==> config.mk <==
export PLATFORM = sky130hd
export DESIGN_NAME = nuc_pattern_engine
export DESIGN_NICKNAME = d
export VERILOG_FILES = /design/src/rtl/nuc_pattern_engine.sv
export SDC_FILE = /design/constraint.sdc
export NUM_CORES = 1
export LEC_CHECK = 0
export ABC_AREA = 1
export CELL_PAD_IN_SITES_DETAIL_PLACEMENT = 1
export CELL_PAD_IN_SITES_GLOBAL_PLACEMENT = 1
export CORE_UTILIZATION = 49
export DETAILED_ROUTE_END_ITERATION = 6
export GPL_ROUTABILITY_DRIVEN = 0
export PLACE_DENSITY_LB_ADDON = 0.1
export SYNTH_ARGS = -nofsm -noshare
export SYNTH_HDL_FRONTEND = slang
export SYNTH_SLANG_ARGS = --single-unit
==> constraint.sdc <==
create_clock -name clock -period 4.2 [get_ports clock]
set_input_delay 0.84 -clock clock [delete_from_list [all_inputs] [get_ports clock]]
set_output_delay 0.84 -clock clock [all_outputs]
set_load 0.03 [all_outputs]
==> src/rtl/nuc_pattern_engine.sv <==
// rtl/nuc_pattern_engine.sv - programmable nucleotide pattern matcher over a valid/ready stream
// Optional bounded-repeat opcode 0x5k and the REP_UPTO state are built only when PATCHK_UPTO_EN is defined.
module nuc_pattern_engine #(
  parameter int NW    = 2,
  parameter int PW    = 8,
  parameter int DEPTH = 16,
  localparam int AW   = $clog2(DEPTH)
) (
  input  logic          clock,
  input  logic          reset_L,
  input  logic          start,
  input  logic          prog_we,
  input  logic [AW-1:0] prog_addr,
  input  logic [PW-1:0] prog_data,
  input  logic          nuc_valid,
  input  logic [NW-1:0] nuc,
  output logic          nuc_ready,
  output logic          done,
  output logic          matched,
  output logic          error,
  output logic [AW-1:0] fail_pc,
  output logic [7:0]    consumed
);

  localparam int OW = PW - 4;

  typedef enum logic [2:0] {
    S_IDLE,
    S_EXEC,
    S_SKIP,
    S_REP_EXACT,
`ifdef PATCHK_UPTO_EN
    S_REP_UPTO,
`endif
    S_DONE
  } state_t;

  state_t        state, state_n;
  logic [AW-1:0] pc, pc_n, pc_inc;
  logic [OW-1:0] cnt, cnt_n;
  logic [PW-1:0] prog [DEPTH];

  logic [3:0]    op, nop;
  logic [OW-1:0] arg;
  logic          pc_last, nlit, match, hs, idle_like;
  logic          adv, fin, fin_match, fin_err;

  // Opcode lives in the top nibble, operand in the low PW-4 bits.
  assign op        = prog[pc][PW-1:PW-4];
  assign arg       = prog[pc][OW-1:0];
  assign pc_last   = (pc == AW'(DEPTH - 1));
  assign pc_inc    = pc_last ? '0 : pc + 1'b1;
  assign nop       = prog[pc_inc][PW-1:PW-4];
  assign nlit      = (nop == 4'h1);
  assign match     = (OW'(nuc) == arg);
  assign hs        = nuc_valid & nuc_ready;
  assign idle_like = (state == S_IDLE) || (state == S_DONE);

  always_comb begin
    state_n   = state;
    pc_n      = pc;
    cnt_n     = cnt;
    nuc_ready = 1'b0;
    adv       = 1'b0;
    fin       = 1'b0;
    fin_match = 1'b0;
    fin_err   = 1'b0;
    case (state)
      S_IDLE, S_DONE: begin
        if (start) begin
          state_n = S_EXEC;
          pc_n    = '0;
          cnt_n   = '0;
        end
      end
      S_EXEC: begin
        case (op)
          4'h0: begin
            fin = 1'b1;
            if (arg == '0) fin_match = 1'b1;
            else           fin_err   = 1'b1;
          end
          4'h1: begin
            nuc_ready = 1'b1;
            if (nuc_valid) begin
              if (match) adv = 1'b1;
              else       fin = 1'b1;
            end
          end
          4'h2: begin
            if (arg <= OW'(2)) begin
              cnt_n   = arg + 1'b1;
              state_n = S_SKIP;
            end else begin
              fin     = 1'b1;
              fin_err = 1'b1;
            end
          end
          4'h4: begin
            if (arg == '0 || pc_last || !nlit) begin
              fin     = 1'b1;
              fin_err = 1'b1;
            end else begin
              cnt_n   = arg;
              pc_n    = pc_inc;
              state_n = S_REP_EXACT;
            end
          end
`ifdef PATCHK_UPTO_EN
          4'h5: begin
            if (pc_last || !nlit) begin
              fin     = 1'b1;
              fin_err = 1'b1;
            end else begin
              cnt_n   = arg;
              pc_n    = pc_inc;
              state_n = S_REP_UPTO;
            end
          end
`endif
          default: begin
            fin     = 1'b1;
            fin_err = 1'b1;
          end
        endcase
      end
      S_SKIP: begin
        nuc_ready = 1'b1;
        if (nuc_valid) begin
          cnt_n = cnt - 1'b1;
          if (cnt == OW'(1)) adv = 1'b1;
        end
      end
      S_REP_EXACT: begin
        nuc_ready = 1'b1;
        if (nuc_valid) begin
          if (!match) begin
            fin = 1'b1;
          end else begin
            cnt_n = cnt - 1'b1;
            if (cnt == OW'(1)) adv = 1'b1;
          end
        end
      end
`ifdef PATCHK_UPTO_EN
      // A mismatching nucleotide is left on the stream for the next instruction.
      S_REP_UPTO: begin
        nuc_ready = nuc_valid & match & (cnt != '0);
        if (cnt == '0) begin
          adv = 1'b1;
        end else if (nuc_valid) begin
          if (match) cnt_n = cnt - 1'b1;
          else       adv   = 1'b1;
        end
      end
`endif
      default: state_n = S_IDLE;
    endcase

    if (adv) begin
      if (pc_last) begin
        fin     = 1'b1;
        fin_err = 1'b1;
      end else begin
        pc_n    = pc_inc;
        state_n = S_EXEC;
      end
    end
    if (fin) state_n = S_DONE;
  end

  always_ff @(posedge clock or negedge reset_L) begin
    if (!reset_L) begin
      state    <= S_IDLE;
      pc       <= '0;
      cnt      <= '0;
      done     <= 1'b0;
      matched  <= 1'b0;
      error    <= 1'b0;
      fail_pc  <= '0;
      consumed <= '0;
    end else begin
      state <= state_n;
      pc    <= pc_n;
      cnt   <= cnt_n;
      if (idle_like && start) begin
        done     <= 1'b0;
        matched  <= 1'b0;
        error    <= 1'b0;
        consumed <= '0;
      end else begin
        if (hs && consumed != 8'hff) consumed <= consumed + 8'd1;
        if (fin) begin
          done    <= 1'b1;
          matched <= fin_match;
          error   <= fin_err;
          fail_pc <= pc;
        end
      end
    end
  end

  // Writes land at the same edge that launches a run, so the run sees them.
  always_ff @(posedge clock or negedge reset_L) begin
    if (!reset_L) begin
      for (int i = 0; i < DEPTH; i++) prog[i] <= '0;
    end else if (idle_like && prog_we && (int'(prog_addr) < DEPTH)) begin
      prog[prog_addr] <= prog_data;
    end
  end

endmodule

==> metrics.md, run 1 <==
| Metric | Value |
|---|---|
| CP Launch Type | `flip-flop` |
| Avg Synthesized Cell Area | `about 7.3 µm²` |
| First-pass GRT wire length | `about 42 mm` |
| Area delta synth->final | `12.23%` |
| Grt ovf | `0` |
| Leak | `between 4 and 5 nW` |
| Die Ht | `132.4 µm` |
| Adder-cell area share of the yosys netlist | `0.01051` |
| Comb power frac | `0.406` |
| CTS tree | `built` |
| CTS hold repair buffers | `0` |
| GRT Total Usage | `0.3094` |
| Root Driver | `clkbuf_16` |
| Initial Util | `0.5026` |
| Final WL | `between 20 and 30 mm` |
| Initial antenna violation count | `0` |
| Worst Path Required | `3360 ps` |
| Most frequent cells in the layout | `nand2_1 (378), dfrtp_1 (153), o21ai_0 (147), nand3_1 (111), inv_1 (103)` |
| Worst Reg-to-Reg Cells | `17` |
| Post-synthesis compound-gate area fraction | `0.1184` |
| Synth Cell Area | `about 8300 µm²` |
| Post-CTS Repair Setup Buffers | `0` |
| Flop pwr share | `0.365` |
| Final setup violating endpoints | `0` |
| H-tree Lvls | `4` |
| Die X | `~130 µm` |
| Hold WC Path Type | `in -> async` |
| Largest family of logic cells by synthesized area | `simple AND/OR/NAND/NOR gates` |
| # IOs | `35` |
| DPL Wire Length | `16.95 mm` |
| CTS resizes | `0` |
| FMAX | `between 0.2 and 0.3 GHz` |
| Simple-gate share of the synthesized area | `0.3188` |
| RSZ-0062 raised after global routing | `false` |
| VDD IR max | `0.3817 mV` |
| Endpoint class of the critical path | `output pin` |
| Syn Nets | `about 1200` |
| Fill count | `between 2000 and 2500` |
| Core Area | `about 17000 µm²` |
| Slew Viols, Final | `0` |
| CP Max Fanout | `29` |
| Clock share of power | `0.228` |
| Number of global-route vias before repair | `7914` |
| # diodes | `0` |
| Sequential area share after synthesis | `0.4623` |
| DR WL/cell | `18.28 µm` |
| Status | `finished clean` |
| Proportion of layout cells with a drive suffix above 1 | `0.07093` |
| Worst-Skew Late Latency | `approximately 440 ps` |
| Int Pwr | `3.984 mW` |
| Synth Warn # | `0` |
| Net count reported at finish | `1169` |
| CP Class | `reg -> out` |
| IO buf count | `34` |
| Final Util | `0.5641` |
| Routed vias/inst | `5.456` |
| Count of state elements after synthesis | `about 150` |
| Initial DRC Count | `567` |
| Final Hold Vio Count | `0` |
| DRT antenna net count | `0` |
| Worst r2r src | `pc[0]` |
| Distinct cells, synth | `37` |
| Setup_tns | `0 ps` |
| Die ar. | `about 18000 µm²` |
| Sw frac | `0.4295` |
| Crit path DAT | `roughly 2600 ps` |
| Via Count | `approximately 7500` |
| Site row count | `47` |
| Minimum clock period | `~3500 ps` |
| Slew headroom | `0.3914` |
| Mux share of post-synthesis cell area | `0` |
| CTS clock-pin slew for the worst setup and hold paths | `roughly 70 ps` |
| Pwr Density | `746.5 nW/µm²` |
| TritonRoute pass-1 iters | `5` |
| TritonCTS Buffers | `17` |
| MaxCap Viol Count | `0` |
| Largest net degree at the start of global routing | `a little under 100` |
| Remaining DRCs | `0` |
| P_sw | `~3 mW` |
| Reg2Reg Setup Slack | `820 ps` |
| Clock Skew | `between 10 and 15 ps` |
| Tcrit/Tclk final | `0.8295` |
| Most common cell after layout, fill and taps aside | `nand2_1` |
| Max Root-Sink Buffers | `2` |
| FF-to-FF End | `pc[3]` |
| Mapped Cells | `~1100` |
| Sink Count | `around 150` |
| Synth Area in XOR/XNOR | `0.005254` |
| Slew @ Worst Pin | `around 910 ps` |
## state kept, by name (all words and copies together), names as in the netlist
| register | flops |
|---|---|
| fail_pc | 4 |
| state | 3 |
| matched | 1 |
| error | 1 |
| pc | 4 |
| consumed | 8 |
| cnt | 4 |
| done | 1 |
| prog | 128 |
## routing by layer
| layer | part of all wire | up-vias | GRT usage |
|---|---|---|---|
| met5 | 0 | - | 0 |
| li1 | - | 3658 | - |
| met2 | 0.49 | 130 | 0.5152 |
| met4 | 0.017 | 0 | 0.08812 |
| met1 | 0.46 | 3679 | 0.4151 |
| met3 | 0.036 | 41 | 0.05364 |
## cells in the mapped netlist, drive strengths merged
cell type  instances  area, µm²
a21oi             11      66.32
buf               24      168.9
clkbuf            31      116.4
clkinv             2      7.510
dfrtp            154       3854
ha                 7      87.58
inv              110      412.9
nand2            391       1500
nand3            119      643.1
nand3b             2      15.01
nand4             19      118.9
nor2              76      326.6
nor3               6      35.03
o211ai             8      65.06
o21a               1      7.510
o21ai            165      825.8
o221ai             1      8.760
o22ai              1      6.260
o31ai              1      7.510
or2                3      18.78
xnor2              2      17.52
xor2               3      26.28
## per-stage QoR
stage	hold slack (ps)	instances	worst slack [ps]	power, mW	area [µm²]
3_3_place_gp	456.3	1344	967.5	5.216	8751
5_1_grt	504.6	1376	515.2	7.521	9355
6_report	477.5	1376	716.0	6.983	9355
2_1_floorplan	447.8	1137	1765	4.559	8335
4_1_cts	483.0	1376	703.2	7.003	9355
3_5_place_dp	473.2	1344	911.1	5.358	8751
## how the worst max path moves through the flow
| stage | from | endpoint | slack (ps) |
|---|---|---|---|
| CTS | pc[0] | nuc_ready | 700 |
| floorplan | pc[0] | nuc_ready | 1770 |
| detailed placement | pc[0] | pc[2] | 910 |
| global route | pc[0] | pc[3] | 520 |
| finish | pc[0] | nuc_ready | 720 |
| global placement | pc[0] | pc[2] | 970 |
## power by group through the flow
stage / Clock, mW / Sequential [mW] / Combinational (mW)
finish: 1.59 / 2.55 / 2.84
global placement: 0 / 2.53 / 2.68
detailed placement: 0 / 2.55 / 2.80
global route: 1.66 / 2.62 / 3.23
floorplan: 0 / 2.48 / 2.08
CTS: 1.62 / 2.54 / 2.84
## cell type report
cell class	instances	area [µm²]	share of cell area
Sequential cell	154	3855	0.4121
Multi-Input combinational cell	816	3776	0.4036
Clock buffer	17	425.4	0.04547
Timing Repair Buffer	42	424.2	0.04534
Inverter	112	420.4	0.04494
Tap cell	220	275.3	0.02942
Clock inverter	15	178.9	0.01913
## worst max-delay path: stages (launching register included)
cell	delay [ps]
dfrtp_2	440
inv_2	420
buf_12	250
nand2_1	80
nand2_1	60
nand2_1	50
nand3_1	100
nand3_1	70
nand2_1	140
inv_1	60
nor2_2	110
nand3_2	130
nand2_2	120
buf_4	160
## cell families after synthesis
| kind of cell | after synthesis |
|---|---|
| AOI/OAI and AO/OA | 188 |
| xor gates and xnor gates | 5 |
| adders and majority gates | 7 |
| buffers and inverters | 167 |
| DFF | 154 |
| and+or+nand+nor | 616 |
No activity file was read; power rests on OpenSTA's default activity.
==> run 2: changes to the inputs <==
--- a/config.mk
+++ b/config.mk
@@ -8,7 +8,7 @@
 export ABC_AREA = 1
 export CELL_PAD_IN_SITES_DETAIL_PLACEMENT = 1
 export CELL_PAD_IN_SITES_GLOBAL_PLACEMENT = 1
-export CORE_UTILIZATION = 49
+export CORE_UTILIZATION = 45
 export DETAILED_ROUTE_END_ITERATION = 6
 export GPL_ROUTABILITY_DRIVEN = 0
 export PLACE_DENSITY_LB_ADDON = 0.1
==> constraint.sdc (replaced) <==
create_clock -name clock -period 3.5 [get_ports clock]
set_input_delay 0.7 -clock clock [delete_from_list [all_inputs] [get_ports clock]]
set_output_delay 0.7 -clock clock [all_outputs]
set_load 0.03 [all_outputs]
==> run 2 against run 1 <==
  * The flow now finishes with violations (design-rule violations)
  * Clock skew is 1.3 ps higher
  * Worst hold slack got worse by 260 ps
  * Register-to-register slack worse by 270 ps
  * Utilization is 4.3 points lower
  * Critical path depth is 4 lower
  * Global-route usage fell by 1.8 points
  * Die area up 8.8%
  * Flip-flop and latch count unchanged
  * Total power grew 20%
  * Critical endpoint unchanged
  * Largest cell class unchanged
==> metrics.md, run 2 (synthesized netlist as in run 1, its figures left out) <==
| Metric | Value |
|---|---|
| Slowest stage cell, crit path | `dfrtp_1` |
| Final setup violating endpoints | `0 (unchanged)` |
| Final Util | `0.5207 (-0.04341)` |
| Finished Layout Cells | `1396 (+1.5%)` |
| Proportion of layout cells with a drive suffix above 1 | `0.07969 (+0.008757)` |
| GRT Total Usage | `0.2919 (-0.01750)` |
| MaxCap Viol Count | `0 (unchanged)` |
| TritonCTS Buffers | `17 (unchanged)` |
| CP Max Fanout | `18 (-38%)` |
| Final WL | `25.95 mm (+3.2%)` |
| Met2 usage | `0.4850 (-0.03024)` |
| Critical path, cell by cell | `inv_2, nand3_1, nand3_1, nand2_1, inv_1, nor2_2, nand3_2, nand2_2, buf_4` |
| Post-CTS Repair Setup Buffers | `0 (unchanged)` |
| Area delta synth->final | `12.98%` |
| Tcrit/Tclk final | `0.9269` |
| Reg with most FFs | `prog` |
| Grt ovf | `0 (unchanged)` |
| CP Class | `reg -> out` |
| Met1 GRT Util | `0.3872 (-0.02789)` |
| Largest regs | `prog (128), consumed (8)` |
| # placed instances | `1364 (+1.5%)` |
| Sink Count | `154 (unchanged)` |
| Initial Util | `0.4609 (-0.04176)` |
| Clock Skew | `12.38 ps (+1.275 ps)` |
| Endpoint class of the critical path | `output pin` |
| Crit path DAT | `2540 ps (-100 ps)` |
| DPL Wire Length | `18.10 mm (+6.8%)` |
| Die ar. | `19070 µm² (+8.8%)` |
| Hold WC Path Type | `in -> async` |
| Initial DRC Count | `523 (-7.8%)` |
| Routed vias/inst | `5.469 (+0.23%)` |
| Core Area | `18090 µm² (+9.1%)` |
| Worst Path Required | `2800 ps (-560 ps)` |
| # IOs | `35 (unchanged)` |
| # diodes | `0 (unchanged)` |
| RSZ-0062 raised after global routing | `false` |
| GRT busiest layer | `met2` |
| Slew headroom | `0.5384 (+0.1470)` |
| IO buf count | `34 (unchanged)` |
| DRT antenna net count | `0 (unchanged)` |
| First-pass GRT wire length | `43.20 mm (+2.8%)` |
| FMAX | `about 0.31 GHz` |
| Max Root-Sink Buffers | `2 (unchanged)` |
| Initial antenna violation count | `0 (unchanged)` |
| Slew @ Worst Pin | `691.6 ps (-221.3 ps)` |
| CTS hold repair buffers | `0 (unchanged)` |
| Remaining DRCs | `6 (+6)` |
| Die X | `138.1 µm (+4.3%)` |
| Status | `finished with violations` |
| Die Ht | `138.1 µm (+4.3%)` |
| DR WL/cell | `18.59 µm (+1.7%)` |
| Biggest cell delay along the critical path | `670 ps (+230 ps)` |
| Site row count | `49 (+4.3%)` |
| Slew Viols, Final | `0 (unchanged)` |
| Via Count | `7635 (+1.7%)` |
| Reg2Reg Setup Slack | `550 ps (-270 ps)` |
| Root Driver | `clkbuf_16` |
| Largest net degree at the start of global routing | `68 (-30%)` |
| Worst-Skew Late Latency | `440 ps (about the same)` |
| FF-to-FF End | `done` |
| Max reg flops | `128 (unchanged)` |
| CTS tree | `built` |
| Most frequent cells in the layout | `nand2_1 (378), dfrtp_1 (153), o21ai_0 (147), nand3_1 (111), inv_1 (103)` |
| Most common cell after layout, fill and taps aside | `nand2_1` |
| Pwr Density | `887.4 nW/µm² (+19%)` |
| Net count reported at finish | `1180 (+0.94%)` |
| Most Frequent Cell on Critical Path | `nand3_1` |
| Leak | `4.613 nW (+0.62%)` |
| VDD IR max | `0.4061 mV (+6.4%)` |
| Met3 GRT Util | `0.04399 (-0.009650)` |
| CTS clock-pin slew for the worst setup and hold paths | `70 ps (about the same)` |
| Final worst slack | `255.9 ps (-460.1 ps)` |
| Minimum clock period | `between 3000 and 4000 ps` |
| CP Launch Type | `flip-flop` |
| Worst r2r src | `pc[2]` |
| H-tree Lvls | `4 (unchanged)` |
| Worst Reg-to-Reg Cells | `14 (-3)` |
| CTS resizes | `0 (unchanged)` |
| Setup_tns | `0 ps (unchanged)` |
| Number of global-route vias before repair | `7845 (-0.87%)` |
| Fill count | `2283 (+7.0%)` |
| Failing checks | `design-rule violations` |
| TritonRoute pass-1 iters | `7 (+2)` |
| Dpl ws | `656.3 ps (-254.8 ps)` |
| Final Hold Vio Count | `0 (unchanged)` |
-- run 2: cell types whose count changed in the layout (fill, tap and decap cells not counted), sizes merged --
cell      delta
clkinvlp     +2
bufinv       -2
clkbuf       +2
buf         +11
clkinv       -1
inv          -1
-- run 2: per-layer routing --
metal	part of all wire	wire length, µm	vias to the layer above
li1	-	-	3683
met1	0.46	11860	3767
met2	0.48	12570	145
met3	0.034	871	40
met4	0.025	648	0
met5	0	0	-
-- run 2: worst max path at each step --
| stage | endpoint | from | cells past startpoint |
|---|---|---|---|
| 2_1_floorplan | nuc_ready | pc[0] | 10 |
| 3_5_place_dp | done | pc[2] | 14 |
| 5_1_grt | nuc_ready | pc[0] | 12 |
| 3_3_place_gp | done | pc[2] | 14 |
| 4_1_cts | nuc_ready | pc[2] | 9 |
| 6_report | nuc_ready | pc[2] | 9 |
-- run 2: report_power, final --
group          internal (mW)  switching [mW]  total (mW)
clock network          0.964           0.827        1.79
registers               2.54           0.542        3.08
logic                   1.20            2.29        3.49
total                   4.70            3.66        8.36
-- run 2: layout make-up --
cell class | count | area (µm²) | area share
Timing Repair Buffer | 53 | 519.2 | 0.05513
Tap cell | 229 | 286.5 | 0.03042
Inverter | 112 | 420.4 | 0.04464
Clock buffer | 19 | 452.9 | 0.04809
Sequential cell | 154 | 3855 | 0.4093
Clock inverter | 13 | 107.6 | 0.01143
Multi-Input combinational cell | 816 | 3776 | 0.4010
-- run 2: through the flow --
stage | area [µm²] | power, mW | hold slack (ps)
3_3_place_gp | 8857 | 6.409 | 460.0
3_5_place_dp | 8857 | 6.548 | 459.4
6_report | 9418 | 8.358 | 220.0
2_1_floorplan | 8335 | 5.471 | 404.4
4_1_cts | 9418 | 8.404 | 250.8
5_1_grt | 9418 | 9.032 | 265.3
-- run 2: critical path, delay by kind of cell, from the launching register on --
kind	cells	cell delay [ps]
buf+inv	3	560
flops	1	670
simple gates	6	860
